**src/rtl/falcon_seq_ctrl.sv**
```systemverilog
// Host/core sequencer for tt_um_falcon: loads operand bytes, starts the core, waits with timeout,
// then hands result bytes back over the uio pins with a strobe/ack handshake.
module falcon_seq_ctrl #(
    parameter int IN_BYTES  = 8,
    parameter int OUT_BYTES = 4,
    parameter int TIMEOUT   = 1023
) (
    input  logic       clk,
    input  logic       rst_n,
    input  logic       ena,
    input  logic [7:0] host_data,
    input  logic       host_stb,
    input  logic       host_ack,
    output logic       core_wr_en,
    output logic [3:0] core_addr,
    output logic [7:0] core_wdata,
    output logic       core_start,
    input  logic       core_done,
    input  logic [7:0] core_rdata,
    output logic [7:0] res_data,
    output logic       res_valid,
    output logic       busy,
    output logic       err,
    output logic [7:0] uio_oe_ctrl
);

    typedef enum logic [2:0] {
        S_IDLE,
        S_LOAD,
        S_START,
        S_BUSY,
        S_DRAIN,
        S_ABORT
    } state_t;

    localparam logic [4:0] IN_LAST  = 5'(IN_BYTES - 1);
    localparam logic [4:0] OUT_LAST = 5'(OUT_BYTES - 1);
    localparam logic [9:0] TMO      = 10'(TIMEOUT);

    state_t     state;
    logic [4:0] cnt;
    logic [9:0] tmr;

    logic stb_p0, stb_p1, stb_p2;
    logic ack_p0, ack_p1, ack_p2;
    logic stb_ev, ack_ev;

    // Synchronizer: p0/p1 are the 2-FF stage, p2 holds the previous value for edge detection
    always_ff @(posedge clk or negedge rst_n) begin
        if (!rst_n) begin
            stb_p0 <= 1'b0;
            stb_p1 <= 1'b0;
            stb_p2 <= 1'b0;
            ack_p0 <= 1'b0;
            ack_p1 <= 1'b0;
            ack_p2 <= 1'b0;
        end else begin
            stb_p0 <= host_stb;
            stb_p1 <= stb_p0;
            stb_p2 <= stb_p1;
            ack_p0 <= host_ack;
            ack_p1 <= ack_p0;
            ack_p2 <= ack_p1;
        end
    end

    assign stb_ev = stb_p1 & ~stb_p2;
    assign ack_ev = ack_p1 & ~ack_p2;

    always_ff @(posedge clk or negedge rst_n) begin
        if (!rst_n) begin
            state       <= S_IDLE;
            cnt         <= 5'd0;
            tmr         <= 10'd0;
            core_wr_en  <= 1'b0;
            core_addr   <= 4'd0;
            core_wdata  <= 8'd0;
            core_start  <= 1'b0;
            res_data    <= 8'd0;
            res_valid   <= 1'b0;
            busy        <= 1'b0;
            err         <= 1'b0;
            uio_oe_ctrl <= 8'h00;
        end else begin
            core_wr_en <= 1'b0;
            core_start <= 1'b0;
            // With ena low everything except the strobe pulses is frozen and events are lost
            if (ena) begin
                case (state)
                    S_IDLE: begin
                        if (stb_ev) begin
                            core_wr_en <= 1'b1;
                            core_addr  <= 4'd0;
                            core_wdata <= host_data;
                            cnt        <= 5'd1;
                            err        <= 1'b0;
                            busy       <= 1'b1;
                            state      <= S_LOAD;
                        end
                    end
                    S_LOAD: begin
                        if (stb_ev) begin
                            core_wr_en <= 1'b1;
                            core_addr  <= cnt[3:0];
                            core_wdata <= host_data;
                            if (cnt == IN_LAST) begin
                                cnt   <= 5'd0;
                                state <= S_START;
                            end else begin
                                cnt <= cnt + 5'd1;
                            end
                        end
                    end
                    S_START: begin
                        core_start <= 1'b1;
                        core_addr  <= 4'd0;
                        tmr        <= 10'd0;
                        state      <= S_BUSY;
                    end
                    S_BUSY: begin
                        tmr <= tmr + 10'd1;
                        if (core_done) begin
                            cnt         <= 5'd0;
                            core_addr   <= 4'd0;
                            res_valid   <= 1'b0;
                            uio_oe_ctrl <= 8'hFC;
                            state       <= S_DRAIN;
                        end else if (tmr == TMO) begin
                            err         <= 1'b1;
                            uio_oe_ctrl <= 8'h00;
                            state       <= S_ABORT;
                        end
                    end
                    S_DRAIN: begin
                        // A cleared res_valid means core_addr already points at the next byte
                        if (!res_valid) begin
                            res_data  <= core_rdata;
                            res_valid <= 1'b1;
                        end else if (ack_ev) begin
                            res_valid <= 1'b0;
                            if (cnt == OUT_LAST) begin
                                cnt         <= 5'd0;
                                core_addr   <= 4'd0;
                                uio_oe_ctrl <= 8'h00;
                                busy        <= 1'b0;
                                state       <= S_IDLE;
                            end else begin
                                cnt       <= cnt + 5'd1;
                                core_addr <= cnt[3:0] + 4'd1;
                            end
                        end
                    end
                    S_ABORT: begin
                        uio_oe_ctrl <= 8'h00;
                        busy        <= 1'b0;
                        state       <= S_IDLE;
                    end
                    default: state <= S_IDLE;
                endcase
            end
        end
    end

endmodule

```
**config.mk**
```make
export PLATFORM = sky130hd
export DESIGN_NAME = falcon_seq_ctrl
export DESIGN_NICKNAME = d
export VERILOG_FILES = /design/src/rtl/falcon_seq_ctrl.sv
export SDC_FILE = /design/constraint.sdc
export NUM_CORES = 1
export LEC_CHECK = 0
export CORE_ASPECT_RATIO = 0.8
export CORE_MARGIN = 2
export CORE_UTILIZATION = 45
export CTS_BUF_LIST = sky130_fd_sc_hd__clkbuf_4 sky130_fd_sc_hd__clkbuf_8
export DETAILED_ROUTE_END_ITERATION = 12
export PLACE_DENSITY = 0.73
export SYNTH_ARGS = -nofsm -noshare
export SYNTH_HDL_FRONTEND = slang
export SYNTH_SLANG_ARGS = --single-unit
```
**constraint.sdc**
```tcl
create_clock -name clk -period 2.1 [get_ports clk]
set_input_delay 0.42 -clock clk [delete_from_list [all_inputs] [get_ports clk]]
set_output_delay 0.42 -clock clk [all_outputs]
set_load 0.03 [all_outputs]
```
; ---- Word-level counts from Yosys, hierarchy flattened
; Cells that the tools add are included.
[op_classes]
n_eq_ne = 18
muxes = 49
n_bitwise = 5
reduce_logical = 19
add_sub_neg = 3
[ops]
columns = operator, count
row1 = $mux W8, 5
row2 = $mux W5, 7
row3 = $mux W3, 8
row4 = $mux W4, 6
row5 = $pmux W8 S3, 1
row6 = $pmux W10 S2, 1
row7 = $pmux W4 S5, 1
row8 = $pmux W5 S4, 1
row9 = $ne A2 B2 Y1 const B, 9
row10 = $mux W1, 15
row11 = $pmux W3 S5, 1
row12 = $reduce_and A7 Y1, 2
row13 = $reduce_and A6 Y1, 2
row14 = $add A10 B1 Y10 const B, 1
row15 = $eq A10 B10 Y1 const B, 1
row16 = $reduce_and A3 Y1, 3
row17 = $reduce_and A8 Y1, 1
row18 = $eq A3 B2 Y1 const B, 2
row19 = $eq A3 B3 Y1 const B, 2
row20 = $reduce_bool A2 Y1, 3
row21 = $reduce_bool A3 Y1, 2
row22 = $add A5 B1 Y5 const B, 1
row23 = $eq A5 B2 Y1 const B, 1
row24 = $eq A5 B3 Y1 const B, 1
row25 = 13 further kinds, 17
[totals]
register_bits = 57
input_bits = 22
out_inout_bits = 33
wordCells = 112

; ---- Logic depth before layout (Yosys ltp)
[depth]
word_depth = 5
ltp_mapped = 8
ltp_nobuf = 6

; ---- Worst setup path after synthesis
; No wires, ideal clock.
[synth_path]
path_type = flip-flop to flip-flop
from = register cnt[0]
to = register state[0]
required_time_ns = 2.021
setup_ns = 0.079
arrival_ns = 1.953
setup_slack_ns = 0.068
path_stages_with_launch = 7
path_buffers = 0
synth_period_minus_slack_ns = 2.032
cell_sequence = dfrtp_1 ha_1 or3b_2 o32ai_2 nand3_1 nor2_1 mux2i_1
[synth_between]
elab_chain_cells = 3
word_cells_on_any_way = 5
cone_classes = eq/ne: 4 / reduce/logical: 1
[synth_lines]
columns = element, line_no
row1 = from (decl), 41  ; logic [4:0] cnt;
row2 = from (signal assigned), 110  ; cnt <= cnt + 5'd1;
row3 = from (signal assigned), 148  ; cnt <= cnt + 5'd1;
row4 = $eq A5 B3 Y1 / $eq A5 B2 Y1 (equally long branches), "106, 141"
row5 = $ne A2 B2 Y1 (no line), -
row6 = $reduce_and A8 Y1 (no line) *, -
row7 = to (signal assigned), 108  ; state <= S_START;
row8 = to (signal assigned), 118  ; state <= S_BUSY;
row9 = to (signal assigned), 127  ; state <= S_DRAIN;
row10 = to (decl), 40  ; state_t state;
; Mark *: on every way between the ends. The rest lies on a longest branch, timed or not.
; A chain may end at the register's enable or synchronous reset.

; ---- Final worst setup path
[layout_path]
from = register cnt[1]
to = register cnt[0]
[layout_between]
elab_chain_cells = 5
word_cells_on_any_way = 8
cone_classes = eq/ne: 2 / mux: 6
[layout_lines]
columns = element, line_no
row1 = $eq A5 B2 Y1, 141  ; if (cnt == OUT_LAST) begin
row2 = $mux W5, 141
row3 = $mux W5, 139  ; end else if (ack_ev) begin
row4 = $mux W5, 136  ; if (!res_valid) begin
row5 = $pmux W5 S4 *, 89  ; case (state)
; Mark *: on every way between the ends. The rest lies on a longest branch, timed or not. The select of a mux whose other input is x is not followed.

==> impl_results.md <==
* Crit share post-route at 96.3%
* Flops & latches, synth at 50
* TritonRoute pass-1 iters at 4
* Clk slew on worst S/H paths at 0.09 ns
* Actual slew at the worst max-slew pin at 0.510 ns
* Die H at 69.8 um
* Leak pwr at 1.41 nW
* PwrDens at 803 nW/um^2
* WP buf/inv at 1
* RSZ-0062 raised after global routing: no
* Setup Buffers After CTS at 0
* Placer Congestion at 0.826
* Layout-stage area growth over the synthesis result at 30.3%
* TritonCTS Sinks at 50
* Iter 0 DRT Violations at 193
* Worst R2R Setup Slack at 0.08 ns
* Vias in the first global route at 1821
* Number of flops mapped to enable cells by yosys at 0
* Slew headroom at 66.0%
* Top routing layer in use: met4
* Critical path's largest stage delay at 0.47 ns
* Share of cells above drive strength 1 at 15.2%
* Largest net degree at the start of global routing at 31
* Setup Crit Path Kind: reg -> reg
* Final Hold Vio Count at 0
* Core area at 5120 um^2
* Site Rows at 23
* Reg-to-Reg Start: cnt[1]
* Syn avg cell area at 9.91 um^2
* Clock Path Buffers at 2
* R2r endpoint: cnt[0]
* Clock Skews at 0.00652 ns
* CTS Root Cell: clkbuf_8
* Register area share after synthesis at 51.3%
* Area after DPL at 3080 um^2
* Syn Inst Count at 246
* WL met1 at 2.57 mm
* CP Data Arrival Time at 2.22 ns
* Global-route wire length before repair at 8.84 mm
* Netlist area before placement at 2440 um^2
* Peak VDD IR at 550 uV
* Crit path cell chain: ha_2 -> or3b_2 -> o32ai_2 -> buf_4 -> nand2_1 -> a21o_1 -> and3_1
* CP required at 2.30 ns
* Post-DP HPWL at 3.79 mm
* Post-CTS Hold Buffers at 0
* Worst path top cell family by delay: simple AND/OR/NAND/NOR gates
* Ys async rst share at 100%
* Crit-path slowest cell: or3b_2
* DR WL met3 at 383 um
* Yosys cell types at 51
* Status: completed
* Nets at 333
* Via count at 1975
* Routed Antenna Nets at 0
* Hold_ws at 0.0720 ns
* Met2 wire length at 2.24 mm
* Endpoint class of the critical path: flop
* DRC at 0
* Yosys warns at 0
* Critical Path Start Type: flop
* Starting Density at 47.6%
* GRT Residual Overflow at 0
* Worst R2R Path Depth at 7
* TritonCTS clock tree: yes
* Final Cell Area at 3180 um^2
* Initial antenna violation count at 0
* Final min period at 2.02 ns
* Post-Route WL at 5.23 mm
* Number of setup violations in the final report at 0
* Die area at 6030 um^2
* Hold Path Class: in -> async
* I/O Buffers at 52
* Max Freq at 0.494 GHz
* Global Route Usage Sum at 18.6%
* H-tree depth at 2
* Antenna cells at 0
* Synth Flop Type: dfrtp_1
* # IOs at 55
* Vias per inst at 5.31
* Average wire per standard cell at 14.1 um
* Total power draw at 2.55 mW
* Clock latency at the later pin of the worst-skew pair at 0.30 ns
* Fin. max-slew vios at 0
* Die width at 86.3 um
* Cts bufs inserted at 5
* Max Cap Violations at 0
* Crit Path Max Fanout at 5
worst max-delay path by stage:
stage | cells after the start | slack (ns) | endpoint | from
3_5_place_dp | 6 | -0.01 | err | cnt[0]
6_report | 7 | 0.08 | cnt[0] | cnt[1]
2_1_floorplan | 6 | 0.07 | state[0] | cnt[0]
3_3_place_gp | 6 | 0.003 | err | cnt[0]
5_1_grt | 7 | 0.01 | cnt[0] | cnt[0]
4_1_cts | 7 | 0.07 | cnt[0] | cnt[0]
flip-flops by register name (all words and copies together) (netlist names), 3 cells and up:
| signal | count |
|---|---|
| core_addr | 4 |
| tmr | 10 |
| cnt | 5 |
| state | 3 |
| core_wdata | 8 |
| res_data | 8 |
repair_timing:
item,in CTS,in global routing
resized for setup,1,1
gates cloned,0,0
endpoints found under the setup margin,1,3
pin swaps,0,0
final cells by class:
cell class	instances	area (um^2)
clock buffers	6	76.3
clock inverters	2	13.8
fillers	411	1950
inverters	8	30.0
multi-input cells	172	1050
flip-flops and latches	50	1250
well taps	62	77.6
repair buffers	72	678
placed cells by master (no fill, tap or decap), types with 2 or more instances in the layout:
master,instances
clkdlybuf4s50_1,51
dfrtp_1,50
nand2_1,43
buf_4,19
nor2_1,16
o21ai_0,16
nand3_1,13
a21oi_1,11
mux2_2,9
inv_1,6
or3_1,5
clkbuf_8,5
o31ai_1,4
nor2b_1,3
nand4_1,3
nor3_1,3
a21o_1,3
and3_1,3
mux2i_1,3
nor4b_1,2
nor4bb_1,2
nor3b_1,2
a31oi_1,2
a22o_1,2
conb_1,2
cells by family (layout without fill, tap and decap cells):
kind of cell,count (synthesis),count (layout),synth area share (%)
AND/OR/NAND/NOR,105,105,21.7
multiplexers,13,13,5.85
other,1,2,0.154
XOR/XNOR,1,1,0.359
adder cells (fa/ha/maj),2,2,1.03
AO/OA/AOI/OAI,49,49,13.5
buffers and inverters,25,88,6.16
flip-flops,50,50,51.3
power by group:
part           internal [mW]  leakage, nW  total (mW)  switching [mW]
clock network          0.248       0.0486       0.563           0.315
logic                  0.382        0.732       0.839           0.457
registers               1.08        0.628        1.15          0.0718
cell usage after synthesis (3+ instances only):
library cell	n	area (um^2)
buf_6	3	33.8
dfrtp_1	50	1250
nor3_1	3	15.0
clkbuf_1	3	11.3
o21ai_0	16	80.1
mux2_2	9	101
nand3_1	13	65.1
a21oi_1	11	55.1
nand2_1	43	161
nor2_1	16	60.1
a21o_1	3	22.5
o31ai_1	4	30.0
inv_1	6	22.5
buf_2	3	15.0
buf_4	8	60.1
nor2b_1	3	18.8
mux2i_1	3	30.0
and3_1	3	18.8
nand4_1	3	18.8
nor4b_1	3	26.3
or3_1	5	31.3
per-stage QoR:
stage / worst slack, ns / setup TNS, ns / utilization [%] / instances
after floorplan: 0.0676 / 0 / - / 247
after global placement: 0.00258 / 0 / 60.1 / 364
after detailed placement: -0.00954 / -0.00954 / 60.1 / 364
after CTS: 0.0741 / 0 / 62.0 / 372
after global routing: 0.0128 / 0 / 62.0 / 372
final: 0.0772 / 0 / 62.0 / 372
layer usage:
layer,global-route usage [%],vias to the layer above
met5,0,-
met4,3.65,0
met3,6.90,8
met2,25.7,61
met1,27.9,920
li1,-,986
(Power assumes the default switching activity.)
